$ cat src/rtl/vending_ctrl.sv
// Multi-slot vending controller: run-time price/inventory tables, saturating
// cash credit with coin rejection, card payment, and greedy Q/D/N change.
module vending_ctrl #(
   parameter int unsigned NUM_SLOTS  = 8,
   parameter int unsigned PRICE_W    = 9,
   parameter int unsigned INV_W      = 4,
   parameter int unsigned MAX_CREDIT = 500,
   localparam int unsigned IDX_W = (NUM_SLOTS > 1) ? $clog2(NUM_SLOTS) : 1,
   localparam int unsigned CFG_W = (PRICE_W > INV_W) ? PRICE_W : INV_W
) (
   input  logic               clk,
   input  logic               reset_n,
   input  logic               sel_valid,
   input  logic [IDX_W-1:0]   sel_index,
   input  logic               nickel,
   input  logic               dime,
   input  logic               quarter,
   input  logic               dollar,
   input  logic               card_valid,
   input  logic [PRICE_W-1:0] card_balance,
   input  logic               cancel,
   input  logic               price_wr,
   input  logic               inv_wr,
   input  logic [IDX_W-1:0]   cfg_idx,
   input  logic [CFG_W-1:0]   cfg_data,
   output logic               dispensed,
   output logic [IDX_W-1:0]   dispensed_index,
   output logic [PRICE_W-1:0] card_debit,
   output logic               card_ok,
   output logic               card_decline,
   output logic               out_of_stock,
   output logic               coin_reject,
   output logic               coin_out_q,
   output logic               coin_out_d,
   output logic               coin_out_n,
   output logic [PRICE_W-1:0] balance,
   output logic               busy
);

   // Wide enough that balance plus a full cycle of coins never overflows.
   localparam int unsigned SUM_W = PRICE_W + 8;

   typedef enum logic [1:0] {IDLE, PAY, DISPENSE, CHANGE} state_t;

   state_t state, state_n;

   logic [PRICE_W-1:0] price_tab [NUM_SLOTS];
   logic [INV_W-1:0]   inv_tab   [NUM_SLOTS];

   logic [IDX_W-1:0]   sel_idx_q, sel_idx_n;
   logic [PRICE_W-1:0] sel_price_q, sel_price_n;
   logic [PRICE_W-1:0] balance_n, eff, card_debit_n;
   logic [IDX_W-1:0]   dispensed_index_n;
   logic [SUM_W-1:0]   coin_sum, credit_sum;
   logic               any_coin, fits, sel_ok, cfg_ok;
   logic               dispensed_n, card_ok_n, card_decline_n, out_of_stock_n, coin_reject_n;
   logic               coin_q_n, coin_d_n, coin_n_n;
   logic               price_we, inv_we, inv_dec;

   // Next-state, next-output and table-write decode.
   always_comb begin
      state_n           = state;
      balance_n         = balance;
      sel_idx_n         = sel_idx_q;
      sel_price_n       = sel_price_q;
      dispensed_index_n = dispensed_index;
      card_debit_n      = card_debit;
      dispensed_n       = 1'b0;
      card_ok_n         = 1'b0;
      card_decline_n    = 1'b0;
      out_of_stock_n    = 1'b0;
      coin_reject_n     = 1'b0;
      coin_q_n          = 1'b0;
      coin_d_n          = 1'b0;
      coin_n_n          = 1'b0;
      price_we          = 1'b0;
      inv_we            = 1'b0;
      inv_dec           = 1'b0;

      any_coin = nickel | dime | quarter | dollar;
      coin_sum = '0;
      if (nickel)  coin_sum = coin_sum + SUM_W'(5);
      if (dime)    coin_sum = coin_sum + SUM_W'(10);
      if (quarter) coin_sum = coin_sum + SUM_W'(25);
      if (dollar)  coin_sum = coin_sum + SUM_W'(100);
      credit_sum = SUM_W'(balance) + coin_sum;
      fits       = (credit_sum <= SUM_W'(MAX_CREDIT));
      eff        = balance;
      sel_ok     = (32'(sel_index) < NUM_SLOTS) && (inv_tab[sel_index] != '0);
      cfg_ok     = (32'(cfg_idx) < NUM_SLOTS);

      unique case (state)
         IDLE, PAY: begin
            if (state == IDLE) begin
               price_we = price_wr && cfg_ok;
               inv_we   = inv_wr && cfg_ok;
            end
            if (cancel) begin
               coin_reject_n = any_coin;
               state_n       = (balance == '0) ? IDLE : CHANGE;
            end else begin
               if (any_coin) begin
                  if (fits) begin
                     eff       = credit_sum[PRICE_W-1:0];
                     balance_n = eff;
                  end else begin
                     coin_reject_n = 1'b1;
                  end
               end
               if (state == IDLE) begin
                  if (!(price_wr || inv_wr) && sel_valid) begin
                     if (sel_ok) begin
                        sel_idx_n   = sel_index;
                        sel_price_n = price_tab[sel_index];
                        state_n     = PAY;
                     end else begin
                        out_of_stock_n = 1'b1;
                     end
                  end
               end else if (eff >= sel_price_q) begin
                  balance_n         = eff - sel_price_q;
                  dispensed_n       = 1'b1;
                  dispensed_index_n = sel_idx_q;
                  state_n           = DISPENSE;
               end else if (card_valid) begin
                  if (card_balance >= sel_price_q) begin
                     card_ok_n         = 1'b1;
                     card_debit_n      = sel_price_q;
                     dispensed_n       = 1'b1;
                     dispensed_index_n = sel_idx_q;
                     state_n           = DISPENSE;
                  end else begin
                     card_decline_n = 1'b1;
                  end
               end
            end
         end
         DISPENSE: begin
            coin_reject_n = any_coin;
            inv_dec       = 1'b1;
            state_n       = (balance != '0) ? CHANGE : IDLE;
         end
         CHANGE: begin
            coin_reject_n = any_coin;
            if (balance >= PRICE_W'(25)) begin
               coin_q_n  = 1'b1;
               balance_n = balance - PRICE_W'(25);
            end else if (balance >= PRICE_W'(10)) begin
               coin_d_n  = 1'b1;
               balance_n = balance - PRICE_W'(10);
            end else if (balance >= PRICE_W'(5)) begin
               coin_n_n  = 1'b1;
               balance_n = balance - PRICE_W'(5);
            end else begin
               balance_n = '0;
            end
            if (balance_n == '0) state_n = IDLE;
         end
         default: state_n = IDLE;
      endcase
   end

   // State register.
   always_ff @(posedge clk or negedge reset_n) begin
      if (!reset_n) state <= IDLE;
      else          state <= state_n;
   end

   // Registered outputs and latched selection.
   always_ff @(posedge clk or negedge reset_n) begin
      if (!reset_n) begin
         balance         <= '0;
         sel_idx_q       <= '0;
         sel_price_q     <= '0;
         dispensed_index <= '0;
         card_debit      <= '0;
         dispensed       <= 1'b0;
         card_ok         <= 1'b0;
         card_decline    <= 1'b0;
         out_of_stock    <= 1'b0;
         coin_reject     <= 1'b0;
         coin_out_q      <= 1'b0;
         coin_out_d      <= 1'b0;
         coin_out_n      <= 1'b0;
         busy            <= 1'b0;
      end else begin
         balance         <= balance_n;
         sel_idx_q       <= sel_idx_n;
         sel_price_q     <= sel_price_n;
         dispensed_index <= dispensed_index_n;
         card_debit      <= card_debit_n;
         dispensed       <= dispensed_n;
         card_ok         <= card_ok_n;
         card_decline    <= card_decline_n;
         out_of_stock    <= out_of_stock_n;
         coin_reject     <= coin_reject_n;
         coin_out_q      <= coin_q_n;
         coin_out_d      <= coin_d_n;
         coin_out_n      <= coin_n_n;
         busy            <= (state_n == DISPENSE) || (state_n == CHANGE);
      end
   end

   // Price and inventory tables; the vend decrement never collides with a
   // config write because writes are only honoured in IDLE.
   always_ff @(posedge clk or negedge reset_n) begin
      if (!reset_n) begin
         for (int unsigned i = 0; i < NUM_SLOTS; i++) begin
            price_tab[i] <= '0;
            inv_tab[i]   <= '0;
         end
      end else begin
         if (price_we) price_tab[cfg_idx] <= cfg_data[PRICE_W-1:0];
         if (inv_we)   inv_tab[cfg_idx]   <= cfg_data[INV_W-1:0];
         if (inv_dec)  inv_tab[sel_idx_q] <= inv_tab[sel_idx_q] - INV_W'(1);
      end
   end

endmodule

$ cat config.mk
export PLATFORM = sky130hd
export DESIGN_NAME = vending_ctrl
export DESIGN_NICKNAME = d
export VERILOG_FILES = /design/src/rtl/vending_ctrl.sv
export SDC_FILE = /design/constraint.sdc
export NUM_CORES = 1
export LEC_CHECK = 0
export BUFFER_PORTS_ARGS = -buffer_cell sky130_fd_sc_hd__buf_2
export CAP_MARGIN = 20
export CELL_PAD_IN_SITES_DETAIL_PLACEMENT = 2
export CELL_PAD_IN_SITES_GLOBAL_PLACEMENT = 2
export CORE_ASPECT_RATIO = 2
export CORE_MARGIN = 1.5
export CORE_UTILIZATION = 40
export CTS_CLUSTER_SIZE = 12
export DETAILED_ROUTE_END_ITERATION = 8
export PLACE_DENSITY = 0.79
export RECOVER_POWER = 50
export SETUP_SLACK_MARGIN = 0.5
export SLEW_MARGIN = 20
export SYNTH_ARGS = -nofsm -noshare
export SYNTH_HDL_FRONTEND = slang
export SYNTH_SLANG_ARGS = --single-unit
$ cat constraint.sdc
create_clock -name clk -period 6.4 [get_ports clk]
set_input_delay 0.64 -clock clk [delete_from_list [all_inputs] [get_ports clk]]
set_output_delay 0.64 -clock clk [all_outputs]
set_load 0.01 [all_outputs]
==> flow_summary.yaml <==
status:
  status: "finished with violations"
  violations: "capacitance limit, slew limit"
logic_synthesis:
  avgSynthCellArea_um2: 10.7
  synth-edff-count: 0
  netlist_area_um2: 8870
  ys_warn_count: 0
  ys_types: 71
  synth_top_flop_cell: "dfrtp_1"
  async_reset_ff_share_pct: 100
  ys_seq_elements: 148
  postSynthCellCount: 832
  synth_nets: 910
  ys_seq_area_share_pct: 41.8
final_layout:
  area_growth_pct: 13.5
  nets: 967
  antennaDiodeCount: 0
  final.fill_count: 2256
  stdcell_count: 1175
  fin_area_um2: 10100
  layout-drive-gt1-share_pct: 24.2
worst_setup_path:
  r2r_slack_ps: 1240
  crit_path_start_kind: "input port"
  worst-setup-path-type: "input port to register"
  required_ps: 6700
  arrival_ps: 5870
  cp-end-kind: "register"
  crit_fanout: 6
placement:
  placed_cell_area_um2: 9440
  numPortBuffers: 64
  post-dp-hpwl_um: 22500
  pre_cts_ws_ps: -193
  gp_congestion: 0.889
  placedCellCount: 1141
global_routing:
  overflow: 0
  track_usage_pct: 27.7
  grt_pass1_vias: 8332
  grt_antenna_before_repair: 0
  grt_start_max_net_pins: 85
  grt_pass1_wl_um: 46600
timing:
  final-hold-violation-count: 0
  post-route-period-util_pct: 87.2
  maxClockFrequency_mhz: 179
  rsz0062_at_grt: "no"
  finalMaxSlewViolations: 151
  setup_viol: 0
  tightest_slew_ps: 3990
  max-slew-margin-rel_pct: -166
  worst_slack_ps: 822
  fin_skew_ps: 9.68
  tns_ps: 0
  fin_crit_ps: 5580
floorplanning:
  initial_utilization_pct: 40.9
  die_w_um: 108
  core_area_um2: 21700
  rows: 76
  num_io_pins: 65
  die_h_um: 214
  dieArea_um2: 23100
drt:
  wl_per_cell_um: 25.8
  first_pass_iters: 7
  wl_um: 30300
  antenna_left: 0
  vias_per_cell: 6.08
  vias: 7143
  first_iter_violations: 272
  drc: 0
clock_network:
  cts_tree: "built"
  h-tree-depth: 4
  numCtsBuffers: 17
  clockRootBuffer: "clkbuf_16"
  clock_sinks: 148
  cts_buffer_depth: 2
  clkTransAtPathRegs_ps: 60
  insertion_delay_ps: 450
hold_path:
  hold_path_class: "input port to register"
power_and_ir_drop:
  power.density_nw_per_um2: 421
  power.total_uw: 4240
  p_leak_uw: 0.00455
  vdd_drop_max_v: 0.000242
run:
  cap_violations: 2
flip-flops by register name (all words and copies together), names as in the netlist:
signal / flops
sel_idx_q: 3
dispensed_index: 3
inv_tab: 32
balance: 9
card_debit: 9
coin_reject: 1
coin_out_q: 1
coin_out_n: 1
busy: 1
out_of_stock: 1
sel_price_q: 9
coin_out_d: 1
dispensed: 1
card_ok: 1
card_decline: 1
price_tab: 72
state: 2
cells by family (layout without fill, tap and decap cells):
kind of cell | after synthesis | after routing | share of synthesized area (%)
buf+inv | 64 | 133 | 2.78
xor+xnor | 21 | 21 | 2.07
flops | 148 | 148 | 41.8
simple gates | 228 | 228 | 12.4
fa+ha+maj | 43 | 43 | 6.24
compound gates | 179 | 180 | 13.0
mux | 149 | 149 | 21.7
synth_stat cells (8+ instances only):
cell      count  share of area, %
xnor2_1      16               1.6
a211oi_1      9              0.76
dfrtp_1     148                42
and3_1       11              0.78
inv_1        30               1.3
mux2i_1      30               3.4
mux4_2       25               6.4
a21oi_1      40               2.3
clkbuf_1     25               1.1
mux2_2       87                11
nor2b_1      15               1.1
a21o_1       11              0.93
nor3_1       12              0.68
o21ai_0      33               1.9
o21ai_1      22               1.2
o21a_1        8              0.68
ha_1         41               5.8
nor2_1       55               2.3
nand2_1      88               3.7
through the flow:
stage | hold slack (ps) | util, %
after floorplan | 344 | -
after global placement | 469 | 43.5
after detailed placement | 490 | 43.5
after CTS | 223 | 46.2
after global routing | 507 | 46.4
final | 486 | 46.4
worst paths after layout:
check                              start            endpoint  depth (start not counted)
setup / recovery                    dime          balance[7]                         24
hold / removal                card_valid        card_decline                          3
setup reg to reg              balance[1]          balance[7]                         19
hold reg to reg            card_debit[3]       card_debit[3]                          2
max in group asynchronous        reset_n       price_tab[29]                          2
min in group asynchronous        reset_n  dispensed_index[2]                          1
repair_timing:
item | in CTS | in global routing
hold buffers | 0 | 0
buffers inserted | 0 | 1
gates resized for setup | 2 | 9
pin swaps | 0 | 1
endpoints found under the setup margin | 16 | 23
endpoints found under the hold margin | 0 | 0
gates cloned | 0 | 1
placed cells by master, fill, tap and decap left out, types with 5 or more instances in the layout:
| cell type | n |
|---|---|
| dfrtp_1 | 148 |
| nand2_1 | 87 |
| mux2_2 | 87 |
| nor2_1 | 55 |
| buf_2 | 48 |
| ha_1 | 41 |
| a21oi_1 | 38 |
| o21ai_0 | 33 |
| inv_1 | 30 |
| mux2i_1 | 30 |
| mux4_2 | 25 |
| o21ai_1 | 21 |
| clkbuf_16 | 17 |
| clkbuf_1 | 17 |
| nor2b_1 | 15 |
| xnor2_1 | 14 |
| and3_1 | 11 |
| nor3_1 | 11 |
| a21o_1 | 11 |
| a211oi_1 | 9 |
| o21a_1 | 8 |
| nand3_1 | 7 |
| nand2b_1 | 7 |
| mux2_1 | 7 |
| nor4_1 | 7 |
| a22oi_1 | 6 |
| xor2_1 | 5 |
| o211ai_1 | 5 |
| buf_4 | 5 |
cell type report:
type	count	area, um2	area share [%]
multi-input cells	621	4980	49.5
flip-flops and latches	148	3700	36.8
clock buffers	18	429	4.27
repair buffers	70	343	3.41
well taps	273	342	3.40
clock inverters	14	144	1.43
inverters	31	116	1.16
where the power goes:
part | switching, uW | internal [uW]
clock | 439 | 546
combinational | 1260 | 804
sequential | 169 | 1020
total | 1870 | 2370
per-layer routing:
layer | up-vias | GRT usage [%] | wire (um)
li1 | 3159 | - | -
met1 | 3703 | 25.3 | 10000
met2 | 177 | 53.6 | 17400
met3 | 104 | 3.95 | 766
met4 | 0 | 20.3 | 2150
met5 | - | 0 | 0
worst max-delay path, stage by stage:
cell	delay, ps
buf_2	120
inv_1	110
ha_1	210
nand2_1	90
o21ai_0	190
ha_1	350
mux2_2	280
ha_1	350
and2_1	180
a32oi_1	270
nor2b_1	220
xnor2_1	310
a31o_4	310
mux2_1	350
ha_1	360
nand4_1	140
o21a_1	230
o2bb2ai_1	140
a31oi_1	150
buf_4	170
a21boi_1	90
a21oi_2	270
o21a_1	190
o221ai_1	150
Power figures use the tool's default switching activity.
